$ cat src/rtl/an_code_pkg.sv
// Shared AN-code definitions: default code parameters, Barrett constant
// derivation and a ceil-log2 helper used to size AN-code datapaths.
package an_code_pkg;

    localparam int unsigned AN_DEF_A      = 13;
    localparam int unsigned AN_DEF_CW_W   = 12;
    localparam int unsigned AN_DEF_DATA_W = 8;
    localparam int unsigned AN_DEF_CNT_W  = 16;

    // Barrett constants for a given modulus and codeword width.
    typedef struct packed {
        logic [63:0] mu;
        logic [31:0] k;
    } an_barrett_t;

    // ceil(log2(value)); returns 0 for value <= 1.
    function automatic int unsigned clog2(input logic [63:0] value);
        int unsigned r;
        logic [63:0] v;
        r = 0;
        v = (value > 64'd0) ? value - 64'd1 : 64'd0;
        while (v > 64'd0) begin
            r = r + 1;
            v = v >> 1;
        end
        return r;
    endfunction

    // K = 2*CW_W keeps the quotient estimate within one of the true quotient.
    function automatic an_barrett_t an_barrett_params(input int unsigned a,
                                                      input int unsigned cw_w);
        an_barrett_t p;
        p.k  = 32'(2 * cw_w);
        p.mu = (64'd1 << p.k) / 64'(a);
        return p;
    endfunction

endpackage

$ cat src/rtl/an_barrett_core.sv
// Combinational Barrett reduce-and-correct for AN codes. The reduce half
// turns c*MU into a quotient estimate and a partial remainder; the correct
// half applies the single conditional subtraction and derives error flags.
// The halves are independent so a pipeline can register between them.
module an_barrett_core
    import an_code_pkg::*;
#(
    parameter int unsigned A      = AN_DEF_A,
    parameter int unsigned CW_W   = AN_DEF_CW_W,
    parameter int unsigned DATA_W = AN_DEF_DATA_W
) (
    // reduce
    input  logic [CW_W+clog2(an_barrett_params(A, CW_W).mu + 64'd1)-1:0] i_p,
    input  logic [CW_W-1:0]        i_c,
    output logic [CW_W-1:0]        o_q_est,
    output logic [CW_W-1:0]        o_t,
    // correct
    input  logic [CW_W-1:0]        i_q_est,
    input  logic [CW_W-1:0]        i_t,
    output logic [DATA_W-1:0]      o_q,
    output logic [clog2(A)-1:0]    o_r,
    output logic                   o_range,
    output logic                   o_err
);

    localparam an_barrett_t     BP   = an_barrett_params(A, CW_W);
    localparam int unsigned     K    = BP.k;
    localparam int unsigned     MU_W = clog2(BP.mu + 64'd1);
    localparam int unsigned     P_W  = CW_W + MU_W;
    localparam int unsigned     R_W  = clog2(A);
    localparam logic [CW_W-1:0] A_CW = CW_W'(A);

    logic            w_unused_plo;
    logic            w_corr;
    logic [CW_W-1:0] w_q;
    logic [CW_W-1:0] w_r;

    // Product bits below 2^K only carry the fractional part of c/A.
    assign w_unused_plo = ^i_p[K-1:0];

    // Quotient estimate and partial remainder; q_est*A <= c so CW_W bits are exact.
    always_comb begin
        o_q_est = CW_W'(i_p[P_W-1:K]);
        o_t     = i_c - o_q_est * A_CW;
    end

    // One correction step brings t from [0, 2A) into [0, A).
    always_comb begin
        w_corr  = (i_t >= A_CW);
        w_q     = i_q_est + CW_W'(w_corr);
        w_r     = w_corr ? (i_t - A_CW) : i_t;
        o_q     = DATA_W'(w_q);
        o_r     = R_W'(w_r);
        o_range = ((w_q >> DATA_W) != '0);
        o_err   = (w_r != '0) | o_range;
    end

endmodule

$ cat src/rtl/an_barrett_decoder_pipe.sv
// Three-stage pipelined AN-code decoder using Barrett reduction, with a
// valid/ready stream on both sides and a saturating delivered-error counter.
module an_barrett_decoder_pipe
    import an_code_pkg::*;
#(
    parameter int unsigned A      = AN_DEF_A,
    parameter int unsigned CW_W   = AN_DEF_CW_W,
    parameter int unsigned DATA_W = AN_DEF_DATA_W,
    parameter int unsigned CNT_W  = AN_DEF_CNT_W
) (
    input  logic                clk,
    input  logic                rst,
    input  logic                in_valid,
    output logic                in_ready,
    input  logic [CW_W-1:0]     in_cw,
    output logic                out_valid,
    input  logic                out_ready,
    output logic [DATA_W-1:0]   out_q,
    output logic [clog2(A)-1:0] out_r,
    output logic                out_err,
    output logic                out_range,
    output logic [CNT_W-1:0]    err_cnt,
    input  logic                cnt_clr
);

    localparam an_barrett_t BP   = an_barrett_params(A, CW_W);
    localparam logic [63:0] MU   = BP.mu;
    localparam int unsigned MU_W = clog2(MU + 64'd1);
    localparam int unsigned P_W  = CW_W + MU_W;
    localparam int unsigned R_W  = clog2(A);

    logic              w_en;
    logic [P_W-1:0]    w_p;
    logic [CW_W-1:0]   w_q_est;
    logic [CW_W-1:0]   w_t;
    logic [DATA_W-1:0] w_q;
    logic [R_W-1:0]    w_r;
    logic              w_range;
    logic              w_err;
    logic              w_hs_err;

    logic              r_s1_valid;
    logic [CW_W-1:0]   r_s1_c;
    logic [P_W-1:0]    r_s1_p;
    logic              r_s2_valid;
    logic [CW_W-1:0]   r_s2_q_est;
    logic [CW_W-1:0]   r_s2_t;

    assign w_en     = !out_valid | out_ready;
    assign in_ready = w_en;
    assign w_p      = P_W'(in_cw) * P_W'(MU);
    assign w_hs_err = out_valid & out_ready & out_err;

    an_barrett_core #(
        .A      (A),
        .CW_W   (CW_W),
        .DATA_W (DATA_W)
    ) u_core (
        .i_p     (r_s1_p),
        .i_c     (r_s1_c),
        .o_q_est (w_q_est),
        .o_t     (w_t),
        .i_q_est (r_s2_q_est),
        .i_t     (r_s2_t),
        .o_q     (w_q),
        .o_r     (w_r),
        .o_range (w_range),
        .o_err   (w_err)
    );

    // Pipeline: all stages advance together on the global enable, so bubbles hold their slot.
    always_ff @(posedge clk) begin
        if (rst) begin
            r_s1_valid <= 1'b0;
            r_s1_c     <= '0;
            r_s1_p     <= '0;
            r_s2_valid <= 1'b0;
            r_s2_q_est <= '0;
            r_s2_t     <= '0;
            out_valid  <= 1'b0;
            out_q      <= '0;
            out_r      <= '0;
            out_err    <= 1'b0;
            out_range  <= 1'b0;
        end else if (w_en) begin
            r_s1_valid <= in_valid;
            r_s1_c     <= in_cw;
            r_s1_p     <= w_p;
            r_s2_valid <= r_s1_valid;
            r_s2_q_est <= w_q_est;
            r_s2_t     <= w_t;
            out_valid  <= r_s2_valid;
            out_q      <= w_q;
            out_r      <= w_r;
            out_err    <= w_err;
            out_range  <= w_range;
        end
    end

    // Saturating count of delivered erroring results; a clear still counts a coincident one.
    always_ff @(posedge clk) begin
        if (rst) begin
            err_cnt <= '0;
        end else if (cnt_clr) begin
            err_cnt <= w_hs_err ? CNT_W'(1) : '0;
        end else if (w_hs_err && (err_cnt != '1)) begin
            err_cnt <= err_cnt + CNT_W'(1);
        end
    end

endmodule

$ cat config.mk
export PLATFORM = sky130hd
export DESIGN_NAME = an_barrett_decoder_pipe
export DESIGN_NICKNAME = d
export VERILOG_FILES = /design/src/rtl/an_code_pkg.sv /design/src/rtl/an_barrett_core.sv /design/src/rtl/an_barrett_decoder_pipe.sv
export SDC_FILE = /design/constraint.sdc
export NUM_CORES = 1
export LEC_CHECK = 0
export CORE_UTILIZATION = 37
export DETAILED_ROUTE_END_ITERATION = 12
export PLACE_DENSITY = 0.54
export REMOVE_ABC_BUFFERS = 1
export SETUP_SLACK_MARGIN = 0.02
export SYNTH_ARGS = -nofsm -noshare
export SYNTH_HDL_FRONTEND = slang
export SYNTH_HIERARCHICAL = 1
export SYNTH_SLANG_ARGS = --single-unit
$ cat constraint.sdc
create_clock -name clk -period 5.6 [get_ports clk]
set_clock_uncertainty 0.05 [all_clocks]
set_input_delay 0.84 -clock clk [delete_from_list [all_inputs] [get_ports clk]]
set_output_delay 0.84 -clock clk [all_outputs]
set_load 0.01 [all_outputs]
### Word level (Yosys, flattened, before mapping)

Cells that the tools add are included.

| operators by class | value |
|---|---|
| multiplexer cells | 4 |
| equal/unequal tests | 1 |
| bitwise operators | 4 |
| $lt $le $gt $ge | 1 |
| $mul | 2 |
| $add $sub $neg | 4 |
| reduce and logical (&&, ||, !) cells | 5 |

Operators with widths:

| kind | count |
|---|---|
| 12-bit by 21-bit multiplier with 33-bit output (second input constant) | 1 |
| 16-bit 2-to-1 mux | 2 |
| 12-bit nonzero test | 2 |
| 16-bit by 1-bit adder with 16-bit output (second input constant) | 1 |
| 16-bit inequality test (second input constant) | 1 |
| 12-bit by 4-bit greater-or-equal comparator with 1-bit output (second input constant) | 1 |
| 9-bit by 4-bit multiplier with 12-bit output (second input constant) | 1 |
| 12-bit 2-to-1 mux | 1 |
| 12-bit subtractor | 1 |
| 12-bit by 4-bit subtractor with 12-bit output (second input constant) | 1 |
| 9-bit by 1-bit adder with 10-bit output | 1 |
| 1-bit AND | 2 |
| 1-bit bitwise OR | 2 |
| 2-bit nonzero test | 1 |
| 1-bit logical AND | 1 |
| 1-bit logical NOT | 1 |
| 1-bit 2-to-1 mux | 1 |

| storage, ports and cells | value |
|---|---|
| register bits after elaboration | 99 |
| input bits | 17 |
| output and inout port bits | 32 |

### Logic depth before layout (Yosys ltp)

Gate-level depths: netlist (run 1).

| logic depth | value |
|---|---|
| depth after elaboration | 5 |
| gate-level depth with buffers | 20 |
| mapped depth without buffers | 19 |

### By module

The synthesis (run 1) kept the hierarchy.

By module, submodules not included:

| module | sequential area each (µm²) | area each (µm²) | cells each | instances |
|---|---|---|---|---|
| an_barrett_decoder_pipe | 2021.9 | 7661.1 | 928 | 1 |
| an_barrett_core | 0.0 | 1719.1 | 214 | 1 |

### Worst setup path before layout (run 1)

OpenSTA, ideal clock, no wires.

| timing | value |
|---|---|
| kind | input -> register |
| start | input in_cw[6] |
| end | register r_s1_p[25] |
| library setup time | 62 ps |
| stages | 17 |
| path slack | 62 ps |
| arrival | 5426 ps |
| path buffers | 0 |
| cells stage by stage | inv_1 fa_1 fa_1 inv_1 fa_1 inv_1 fa_1 fa_1 inv_1 ha_1 nand2_1 nor4_1 o2111ai_1 a211oi_2 o21ai_0 or4_1 nand3_1 |

| between the ends | value |
|---|---|
| word-level cells in the longest chain between the ends | 1 |

RTL lines:

| element | RTL line | RTL |
|---|---|---|
| start: declaration | an_barrett_decoder_pipe.sv:15 | `input logic [CW_W-1:0] in_cw,` |
| 12-bit by 21-bit multiplier with 33-bit output | an_barrett_decoder_pipe.sv:51 | `assign w_p = P_W'(in_cw) * P_W'(MU);` |
| end signal: assignment | an_barrett_decoder_pipe.sv:88 | `r_s1_p <= w_p;` |
| end: declaration | an_barrett_decoder_pipe.sv:44 | `logic [P_W-1:0] r_s1_p;` |

No other way between the ends.
A chain may end at the register's enable or synchronous reset.

### Worst setup path after layout (run 1)

| timing | value |
|---|---|
| start | input in_cw[9] |
| end | register r_s1_p[32] |

The elaborated chain is that of the path after synthesis.

==> results of run 1 <==
[stage by stage]
stage / utilization / instance area (um2) / total power [mW]
CTS: 0.459 / 10100 / 6.79
global route: 0.468 / 10300 / 7.81
finish: 0.468 / 10300 / 7.00
detailed placement: 0.443 / 9750 / 6.07
floorplan: - / 8140 / 4.37
global placement: 0.443 / 9750 / 6.06
[metal layers]
| layer | vias up | track usage |
|---|---|---|
| met2 | 88 | 0.325 |
| met1 | 3273 | 0.229 |
| li1 | 3556 | - |
| met3 | 17 | 0.0151 |
| met4 | 0 | 0.0519 |
| met5 | - | 0 |
[cell type report]
cell class | count | area [um2]
multi-input cells | 703 | 6100
repair buffers | 156 | 1320
well taps | 280 | 350
clock buffers | 9 | 225
flip-flops and latches | 78 | 1560
fillers | 2214 | 11700
inverters | 186 | 698
clock inverters | 7 | 56.3
[where the power goes]
part | leakage (nW) | internal [mW] | total [mW] | switching (mW)
Sequential | 0.643 | 0.681 | 0.834 | 0.153
Clock | 0.136 | 0.305 | 0.551 | 0.247
Combinational | 4.23 | 2.72 | 5.62 | 2.89
Total | 5.01 | 3.71 | 7.00 | 3.29
[registers in the layout, summed over array words and instances (netlist names)]
name / count
out_err: 1
r_s2_valid: 1
r_s2_t: 12
r_s1_c: 12
out_range: 1
out_q: 8
out_r: 4
out_valid: 1
r_s1_p: 9
r_s1_valid: 1
r_s2_q_est: 12
err_cnt: 16
[path summary, 6_finish.rpt]
check	startpoint	to	slack (ns)	depth (start not counted)
worst max-delay path	in_cw[9]	r_s1_p[32]	0.19	20
worst min-delay path	out_r[2]	out_r[2]	0.40	2
worst max register to register	r_s1_p[25]	r_s2_t[11]	2.04	11
worst min register to register	out_r[2]	out_r[2]	0.40	2
[critical path, cell delays in order]
cell                              delay [ns]
sky130_fd_sc_hd__clkdlybuf4s15_1        0.31
sky130_fd_sc_hd__ha_1                   0.37
sky130_fd_sc_hd__buf_4                  0.14
sky130_fd_sc_hd__ha_1                   0.26
sky130_fd_sc_hd__inv_1                  0.05
sky130_fd_sc_hd__fa_1                   0.52
sky130_fd_sc_hd__inv_1                  0.06
sky130_fd_sc_hd__fa_1                   0.56
sky130_fd_sc_hd__inv_2                  0.06
sky130_fd_sc_hd__fa_1                   0.53
sky130_fd_sc_hd__inv_1                  0.04
sky130_fd_sc_hd__ha_1                   0.30
sky130_fd_sc_hd__buf_4                  0.14
sky130_fd_sc_hd__o21a_1                 0.18
sky130_fd_sc_hd__o211ai_1               0.21
sky130_fd_sc_hd__a31o_2                 0.20
sky130_fd_sc_hd__a31o_4                 0.22
sky130_fd_sc_hd__nor4_4                 0.06
sky130_fd_sc_hd__or3_1                  0.31
sky130_fd_sc_hd__a32o_1                 0.24
[placed cells by master (no fill, tap or decap), types with 9 or more instances in the layout]
master and n:
sky130_fd_sc_hd__a21o_1 11, sky130_fd_sc_hd__a21oi_1 87, sky130_fd_sc_hd__buf_4 104, sky130_fd_sc_hd__clkbuf_16 9, sky130_fd_sc_hd__clkdlybuf4s50_1 38, sky130_fd_sc_hd__dfxtp_1 78, sky130_fd_sc_hd__fa_1 74, sky130_fd_sc_hd__ha_1 111
sky130_fd_sc_hd__inv_1 180, sky130_fd_sc_hd__nand2_1 140, sky130_fd_sc_hd__nand3_1 13, sky130_fd_sc_hd__nand4_1 15, sky130_fd_sc_hd__nor2_1 43, sky130_fd_sc_hd__o21ai_0 21, sky130_fd_sc_hd__or3_1 9, sky130_fd_sc_hd__xnor2_1 21
sky130_fd_sc_hd__xor2_1 15
[repair_timing]
item	in CTS	in global routing
gates resized for setup	12	42
gates cloned	0	0
pin swaps	6	26
setup endpoints to repair	7	9
endpoints found under the hold margin	0	0
setup buffers	2	3
==> parameters.txt, run 1 <==
Parameter                              Value

Run status
  Outcome    complete, but fails checks
  Violations in the final reports    DRC

Routing
  DRC violation count after routing    1
  Routed length on met3    525 um
  Wire length per cell after detailed routing    14.0 um
  Total via count in the routed design    6934
  Top routing layer used    met4
  Final wirelength    19900 um
  Met1 WL    9240 um
  Antenna viol nets, final    0
  Detailed Route Iter0 Violations    220
  Number of iterations in the first detailed-routing pass    11
  Per-cell via count in the routed design    4.89
  Length of routed met2 wiring    9800 um

Power
  Static Leakage    5.01 nW
  P per Cell Area    679 mW/mm2
  Worst supply voltage drop on vdd    400 uV

Die
  Chip Height    153 um
  Die span in x    153 um
  Standard-cell rows    54
  Top-level I/O count    49
  Floorplan Core Area    0.0220 mm2
  Die Outline Area    0.0233 mm2
  Initial core utilization    0.381

Layout
  Non-filler cells in the finished layout    1419
  Number of nets in the layout    1346
  Antenna diode count    0
  Synthesis-to-layout area growth    23.0%
  Ratio of cells with drive above 1 in the final layout    0.155

Placement
  Routability congestion estimate from global placement    0.864
  Worst setup slack after placement    -0.564 ns
  Buffers added on ports    48
  Hpwl dp    16300 um
  Total placed cells including tap cells    1398

Timing
  Part of the cycle the worst path needs    0.967
  Sum of negative setup slack    0 ns
  Worst hold-check slack    0.400 ns
  Count of pins over their slew limit    0
  Worst slew margin    0.474
  Minimum clock period after layout    5.41 ns
  Setup slack of the critical path after layout    0.187 ns
  Endpoints failing setup    0
  Pin slew with the least headroom to its limit    0.786 ns
  RSZ-0062 raised after global routing    no
  Maximum clock frequency    185 MHz
  Final Hold Fails    0

Global route
  Remaining global-route overflow    0
  First-pass GRT wire length    34200 um
  Antenna violations before repair    0
  Pin count of the biggest net entering global routing    59
  Combined global-route utilization of all metal layers    0.180
  Number of global-route vias before repair    7116

Yosys
  Post-Synthesis Cell Area    0.00838 mm2
  Count of warnings emitted by yosys    6
  Number of standard cells after synthesis    1016
  Average size of a mapped cell    8.25 um2

Clock network
  Num CTS Buffers    9
  Library cell used as clock root buffer    sky130_fd_sc_hd__clkbuf_16
  Clk pin slew, worst setup/hold paths    0.06 ns
  Number of H-tree levels    3
  Maximum clock path buffer count    2
  Worst-Skew Late Latency    0.34 ns
  Total of hold buffers inserted after clock tree synthesis    0
  TritonCTS sink count    78
  Clock tree from TritonCTS    built

Setup path
  Worst-path maximum fanout    5
  Crit path required time    5.78 ns
  Worst EP arrival    5.59 ns
  Worst Setup Path Type    in -> reg
  Type of origin of the critical path    input port
  Worst Setup End Kind    flip-flop

Hold path
  Path category of the worst min-delay check    reg -> reg

Job
  Max Cap Violations    0
Note: power is estimated with default switching activity, not from simulation.
==> inputs of run 2 (changes only) <==
--- a/config.mk
+++ b/config.mk
@@ -7,10 +7,10 @@
 export LEC_CHECK = 0
 export CORE_UTILIZATION = 37
 export DETAILED_ROUTE_END_ITERATION = 12
-export PLACE_DENSITY = 0.54
+export DONT_BUFFER_PORTS = 1
+export PLACE_DENSITY = 0.51
 export REMOVE_ABC_BUFFERS = 1
 export SETUP_SLACK_MARGIN = 0.02
 export SYNTH_ARGS = -nofsm -noshare
 export SYNTH_HDL_FRONTEND = slang
-export SYNTH_HIERARCHICAL = 1
 export SYNTH_SLANG_ARGS = --single-unit
==> constraint.sdc (replaced) <==
create_clock -name clk -period 5.6 [get_ports clk]
set_clock_uncertainty 0.05 [all_clocks]
set_input_delay 1.12 -clock clk [delete_from_list [all_inputs] [get_ports clk]]
set_output_delay 1.12 -clock clk [all_outputs]
set_load 0.01 [all_outputs]
==> run 2 against run 1 <==
Against the previous run: the run now ends clean; count of clock-buffer cells in the layout unchanged; wire length decreased by 8.6%; maximum frequency increased by 0.66%; first-iteration DRC count decreased by 10%; critical endpoint is now r_s1_p[30].
==> parameters.txt, run 2 <==
Parameter                              Value

Clock network
  Clk pin slew, worst setup/hold paths    0.06 ns (about the same)
  Count of cells resized by post-cts repair    0 (-12)
  TritonCTS sink count    75 (-3.8%)
  Total of hold buffers inserted after clock tree synthesis    0 (unchanged)
  Worst-Skew Late Latency    0.33 ns (about the same)
  Library cell used as clock root buffer    sky130_fd_sc_hd__clkbuf_16
  Clock tree from TritonCTS    built
  Number of H-tree levels    3 (unchanged)
  Maximum clock path buffer count    2 (unchanged)
  Buffers inserted by post-CTS timing repair    0 (-2)
  Num CTS Buffers    9 (unchanged)

Yosys
  Number of standard cells after synthesis    927 (-8.8%)
  Most common flop cell mapped by yosys    sky130_fd_sc_hd__dfxtp_1
  Post-synthesis cell type count    72
  Share of async-settable or async-resettable flops after synthesis    0
  Largest area contributor in the netlist    sky130_fd_sc_hd__dfxtp_1
  Share of synthesized area occupied by flip-flops and latches    0.191
  Biggest area contributors in the synthesized netlist    sky130_fd_sc_hd__dfxtp_1 (19%), sky130_fd_sc_hd__fa_1 (19%), sky130_fd_sc_hd__ha_1 (18%)
  Number of synthesized flops with an enable pin    0
  Most frequent cell after synthesis    sky130_fd_sc_hd__inv_1
  Post-Synthesis Cell Area    0.00787 mm2 (-6.1%)
  Average size of a mapped cell    8.49 um2 (+2.9%)
  Synth cell count leaders    sky130_fd_sc_hd__inv_1 (165), sky130_fd_sc_hd__ha_1 (116), sky130_fd_sc_hd__nand2_1 (105)
  Portion of synthesized cell area occupied by the leading cell type    0.191
  Count of warnings emitted by yosys    0 (-6)
  Register bit total from synthesis    75

Power
  Worst supply voltage drop on vdd    294 uV (-27%)
  Static Leakage    4.04 nW (-19%)
  P per Cell Area    634 mW/mm2 (-6.5%)

Timing
  Count of pins over their slew limit    0 (unchanged)
  Worst slew margin    0.586 (+0.112)
  RSZ-0062 raised after global routing    yes
  Pin slew with the least headroom to its limit    0.620 ns (-0.166 ns)
  Maximum clock frequency    186 MHz (+0.66%)
  Setup slack of the critical path after layout    0.222 ns (+0.0356 ns)
  Part of the cycle the worst path needs    0.960 (-0.00636)
  Worst hold-check slack    0.395 ns (-0.00497 ns)
  Endpoints failing setup    0 (unchanged)
  Final Hold Fails    0 (unchanged)
  Minimum clock period after layout    5.38 ns (-0.0356 ns)

Setup path
  Startpoint of the lowest-slack register-to-register path    r_s1_p[27]
  Worst-path maximum fanout    7 (+2)
  Worst EP arrival    5.55 ns (-0.04 ns)
  Worst R2R Setup Slack    2.26 ns (+0.22 ns)
  Type of origin of the critical path    input port
  Worst Setup Path Type    in -> reg
  Worst Setup End Kind    flip-flop
  Critical path origin    in_cw[6]
  Crit path required time    5.77 ns (about the same)

Layout
  Top Registers    err_cnt x16, r_s1_c x12, r_s2_t x12
  Ratio of cells with drive above 1 in the final layout    0.0753 (-0.0792)
  Top library cells by usage in the layout, fill and taps aside    sky130_fd_sc_hd__inv_1 (164), sky130_fd_sc_hd__ha_1 (116), sky130_fd_sc_hd__nand2_1 (105), sky130_fd_sc_hd__a21oi_1 (76), sky130_fd_sc_hd__dfxtp_1 (75)
  Commonest non-fill, non-tap cell in the layout    sky130_fd_sc_hd__inv_1
  Most flops, register    err_cnt
  Number of nets in the layout    1145 (-15%)
  Antenna diode count    0 (unchanged)
  Flip-flop count of the largest register, all copies and words added    16 (unchanged)
  Synthesis-to-layout area growth    9.19%

Global route
  First-pass GRT wire length    30600 um (-10%)
  Remaining global-route overflow    0 (unchanged)
  Combined global-route utilization of all metal layers    0.176 (-0.00418)
  Antenna violations before repair    0 (unchanged)
  Pin count of the biggest net entering global routing    69 (+17%)
  Number of global-route vias before repair    6095 (-14%)

Routing
  Number of iterations in the first detailed-routing pass    4 (-7)
  Final wirelength    18200 um (-8.6%)
  Antenna viol nets, final    0 (unchanged)
  Detailed Route Iter0 Violations    198 (-10%)
  Wire length per cell after detailed routing    15.0 um (+6.9%)
  Per-cell via count in the routed design    4.98 (+1.9%)
  Total via count in the routed design    6039 (-13%)
  DRC violation count after routing    0 (-1)

Run status
  Outcome    completed

Die
  Top-level I/O count    49 (unchanged)
  Floorplan Core Area    0.0206 mm2 (-6.7%)
  Standard-cell rows    52 (-3.7%)
  Chip Height    148 um (-3.1%)
  Die Outline Area    0.0219 mm2 (-6.1%)
  Initial core utilization    0.383 (+0.00214)
  Die span in x    148 um (-3.1%)

Placement
  Routability congestion estimate from global placement    0.860 (-0.39%)
  Buffers added on ports    0 (-100%)
  Worst setup slack after placement    -0.193 ns (+0.371 ns)
  Hpwl dp    14800 um (-9.2%)

Job
  Max Cap Violations    0 (unchanged)

Hold path
  Path category of the worst min-delay check    reg -> reg
  Hold path startpoint    r_s1_c[3]
-- run 2: worst max-delay path, stage by stage --
cell                        delay [ns]
sky130_fd_sc_hd__inv_1            0.03
sky130_fd_sc_hd__fa_1             0.48
sky130_fd_sc_hd__fa_1             0.49
sky130_fd_sc_hd__inv_1            0.05
sky130_fd_sc_hd__fa_1             0.52
sky130_fd_sc_hd__inv_1            0.05
sky130_fd_sc_hd__fa_1             0.50
sky130_fd_sc_hd__fa_1             0.54
sky130_fd_sc_hd__inv_1            0.06
sky130_fd_sc_hd__ha_1             0.30
sky130_fd_sc_hd__nand4_1          0.19
sky130_fd_sc_hd__nor3_2           0.20
sky130_fd_sc_hd__nand3_1          0.13
sky130_fd_sc_hd__a2111oi_2        0.21
sky130_fd_sc_hd__a21oi_1          0.15
sky130_fd_sc_hd__o21ai_1          0.27
sky130_fd_sc_hd__o211a_1          0.19
sky130_fd_sc_hd__o22ai_1          0.06
-- run 2: worst paths after layout --
check        cells past startpoint          to
max                             18  r_s1_p[30]
min reg2reg                      2   r_s1_c[3]
max reg2reg                     11  r_s2_t[11]
min                              2   r_s1_c[3]
-- run 2: cell type report --
cell class                 count  area, um2
clock inverter                 7       58.8
multi-input combinational    658       5630
sequential                    75       1500
tap                          270        338
timing repair buffer          28        210
fill                        2148      12000
clock buffer                   9        225
inverter                     166        626
-- run 2: metrics by stage --
stage	utilization	TNS (ns)	area (um2)	instances	power (mW)
after floorplan	-	-0.0820	7740	899	3.87
after global placement	0.404	-0.712	8300	1197	4.91
after detailed placement	0.404	-0.986	8300	1197	4.92
after CTS	0.417	0	8580	1213	5.51
after global routing	0.418	0	8590	1213	6.13
final	0.418	0	8590	1213	5.45
-- run 2: metal layers --
layer  wire, um  GRT usage  vias up
met1       8750      0.235     2821
met5          0          0        -
li1           -          -     3109
met2       8480      0.297       99
met3        736     0.0293       10
met4        183     0.0361        0
-- run 2: kinds of logic after synthesis --
group	Yosys count	share of synthesized area
compound gates	180	0.145
fa+ha+maj	190	0.373
xor+xnor	33	0.0367
mux	4	0.00541
buf+inv	194	0.0957
simple gates	251	0.154
flops	75	0.191
-- run 2: power breakdown --
group,total (mW),switching [mW],internal (mW)
sequential,0.803,0.151,0.653
combinational,4.10,2.20,1.90
clock,0.553,0.246,0.307
==> inputs of run 3 (changes only) <==
--- a/config.mk
+++ b/config.mk
@@ -5,6 +5,7 @@
 export SDC_FILE = /design/constraint.sdc
 export NUM_CORES = 1
 export LEC_CHECK = 0
+export CORE_MARGIN = 2
 export CORE_UTILIZATION = 37
 export DETAILED_ROUTE_END_ITERATION = 12
 export DONT_BUFFER_PORTS = 1
==> run 3 against run 2 <==
Against the previous run: clock power up 23%; non-clock buffer count up 1; final area up 1.3%; register-to-register slack worse by 0.05 ns; setup slack worse by 0.024 ns; count of clock-buffer cells in the layout up 2; sequential share of layout area down 0.23 points; sequential cell count unchanged; combinational power up 3%; die area up 2.7%; global-route usage down 0.57 points; final cell count up 0.49%; largest cell class unchanged; largest power group unchanged; highest routed layer unchanged.
==> parameters.txt, run 3 (synthesized netlist as in run 2, its figures left out) <==
Parameter                              Value

Placement
  Buffers added on ports    0 (unchanged)
  Routability congestion estimate from global placement    0.871 (+1.3%)
  Hpwl dp    14900 um (+0.47%)
  Area post-placement    0.00831 mm2 (+0.17%)

Timing
  Worst slew margin    0.479 (-0.108)
  Worst hold-check slack    0.398 ns (+0.00292 ns)
  RSZ-0062 raised after global routing    no
  Minimum clock period after layout    5.40 ns (+0.0244 ns)
  Final Hold Fails    0 (unchanged)
  Count of pins over their slew limit    0 (unchanged)
  Part of the cycle the worst path needs    0.965 (+0.00437)
  Pin slew with the least headroom to its limit    0.781 ns (+0.160 ns)
  Endpoints failing setup    0 (unchanged)
  Maximum clock frequency    185 MHz (-0.45%)

Global route
  Pin count of the biggest net entering global routing    69 (unchanged)
  Combined global-route utilization of all metal layers    0.170 (-0.00572)
  Number of global-route vias before repair    6023 (-1.2%)
  Remaining global-route overflow    0 (unchanged)
  First-pass GRT wire length    30300 um (-0.97%)
  Antenna violations before repair    0 (unchanged)

Setup path
  Type of origin of the critical path    input port
  Critical path's largest stage delay    0.54 ns (about the same)
  Most numerous cell on the critical path    sky130_fd_sc_hd__fa_1
  Worst-path maximum fanout    7 (unchanged)
  Sequence of cells on the critical path    fa_1, fa_1, inv_1, fa_1, fa_1, inv_1, fa_1, ha_4, nand4_1, nor3_2, buf_4, nand4b_1, a31oi_1, o22ai_1, or4_1, nand4_1
  Worst Setup End Kind    flip-flop
  Worst path bufs/invs    3 (-1)
  Worst Setup Path Type    in -> reg
  Worst EP arrival    5.63 ns (+0.08 ns)
  Crit path max-delay family    adder cells
  Cell with the largest stage delay on the worst path    sky130_fd_sc_hd__fa_1
  Crit path required time    5.83 ns (+0.06 ns)

Clock network
  TritonCTS sink count    75 (unchanged)
  Clk pin slew, worst setup/hold paths    0.06 ns (about the same)
  Number of H-tree levels    3 (unchanged)
  Library cell used as clock root buffer    sky130_fd_sc_hd__clkbuf_16
  Maximum clock path buffer count    2 (unchanged)
  Count of cells resized by post-cts repair    0 (unchanged)
  Total of hold buffers inserted after clock tree synthesis    0 (unchanged)
  Clock tree from TritonCTS    built
  Buffers inserted by post-CTS timing repair    0 (unchanged)
  Worst-Skew Late Latency    0.33 ns (about the same)
  Num CTS Buffers    9 (unchanged)

Layout
  Top Registers    err_cnt x16, r_s1_c x12, r_s2_t x12
  Most flops, register    err_cnt
  Area occupied by registers    0.00150 mm2 (unchanged)
  Number of nets in the layout    1146 (+0.087%)
  Ratio of cells with drive above 1 in the final layout    0.0784 (+0.00310)
  Commonest non-fill, non-tap cell in the layout    sky130_fd_sc_hd__inv_1
  Area used by multi-input combinational logic    0.00567 mm2 (+0.60%)
  Flip-flop count of the largest register, all copies and words added    16 (unchanged)
  Post-route design area    0.00871 mm2 (+1.3%)
  Top library cells by usage in the layout, fill and taps aside    sky130_fd_sc_hd__inv_1 (163), sky130_fd_sc_hd__ha_1 (114), sky130_fd_sc_hd__nand2_1 (105), sky130_fd_sc_hd__a21oi_1 (76), sky130_fd_sc_hd__dfxtp_1 (75)
  Synthesis-to-layout area growth    10.6%
  Antenna diode count    0 (unchanged)
  Number of fill cells    2182 (+1.6%)

Die
  Floorplan Core Area    0.0210 mm2 (+1.9%)
  Standard-cell rows    53 (+1.9%)
  Top-level I/O count    49 (unchanged)
  Die Outline Area    0.0225 mm2 (+2.7%)
  Initial core utilization    0.376 (-0.00722)
  Chip Height    150 um (+1.4%)
  Die span in x    150 um (+1.4%)

Routing
  Final wirelength    18600 um (+2.2%)
  Antenna viol nets, final    0 (unchanged)
  Per-cell via count in the routed design    4.96 (-0.29%)
  DRC violation count after routing    0 (unchanged)
  Wire length per cell after detailed routing    15.2 um (+1.7%)
  Detailed Route Iter0 Violations    263 (+33%)
  Total via count in the routed design    6051 (+0.20%)
  Number of iterations in the first detailed-routing pass    5 (+1)

Power
  Static Leakage    4.07 nW (+0.87%)
  Switching power share of the total    0.467 (-0.00939)
  Switching power of the nets    2.66 mW (+2.5%)
  Worst supply voltage drop on vdd    286 uV (-2.7%)
  Relative contribution of the clock network to total power    0.119 (+0.018)
  Int Pwr    3.04 mW (+6.4%)
  Part of the total power dissipated in sequential elements    0.141 (-0.006)
  P per Cell Area    655 mW/mm2 (+3.2%)
  Combinational group share of total power    0.740 (-0.011)

Job
  Max Cap Violations    0 (unchanged)

Run status
  Outcome    completed

Hold path
  Path category of the worst min-delay check    reg -> reg
## run 3: cell count changes in the layout (fill, tap and decap cells not counted), sizes merged
| cell | delta |
|---|---|
| bufinv | +3 |
| clkbuf | +2 |
| clkinv | -2 |
| inv | -2 |
| buf | +1 |
| clkinvlp | -1 |
## run 3: area by class of cell
class                           count  share of cell area
Inverter                          166              0.0718
Clock inverter                      5              0.0124
Clock buffer                       11              0.0279
Sequential cell                    75               0.172
Tap cell                          275              0.0395
Multi-Input combinational cell    658               0.651
Timing Repair Buffer               29              0.0250
## run 3: power groups by stage
| stage | registers [mW] | clock network, mW | logic [mW] |
|---|---|---|---|
| 6_report | 0.801 | 0.681 | 4.22 |
| 5_1_grt | 0.821 | 0.717 | 4.83 |
| 4_1_cts | 0.806 | 0.701 | 4.16 |
| 3_5_place_dp | 0.818 | 0 | 4.12 |
| 3_3_place_gp | 0.816 | 0 | 4.14 |
| 2_1_floorplan | 0.767 | 0 | 3.10 |
## run 3: path summary, 6_finish.rpt
check	slack [ns]	to	cells past startpoint	from
max	0.20	r_s1_p[31]	16	in_cw[3]
max reg2reg	2.21	r_s2_t[10]	10	r_s1_p[28]
min reg2reg	0.40	r_s2_valid	2	r_s2_valid
min	0.40	r_s2_valid	2	r_s2_valid
## run 3: metal layers
layer / up-vias / wire [um] / part of all wire / GRT usage
li1: 3113 / - / - / -
met1: 2816 / 9120 / 0.49 / 0.233
met2: 108 / 8490 / 0.46 / 0.280
met3: 14 / 695 / 0.037 / 0.0241
met4: 0 / 251 / 0.014 / 0.0476
met5: - / 0 / 0 / 0
## run 3: metrics by stage
step | power (mW) | utilization | setup slack, ns | setup TNS [ns] | std cells
detailed placement | 4.94 | 0.397 | -0.235 | -1.29 | 1203
finish | 5.70 | 0.416 | 0.198 | 0 | 1219
floorplan | 3.87 | - | -0.0820 | -0.0820 | 899
global route | 6.37 | 0.416 | 0.0340 | 0 | 1219
CTS | 5.66 | 0.413 | 0.129 | 0 | 1219
global placement | 4.95 | 0.397 | -0.143 | -0.736 | 1203
## run 3: worst min-delay path, delay by kind of cell (launching register included)
kind / cells / cell delay, ns
compound gates: 1 / 0.05
simple gates: 1 / 0.05
flops: 1 / 0.31
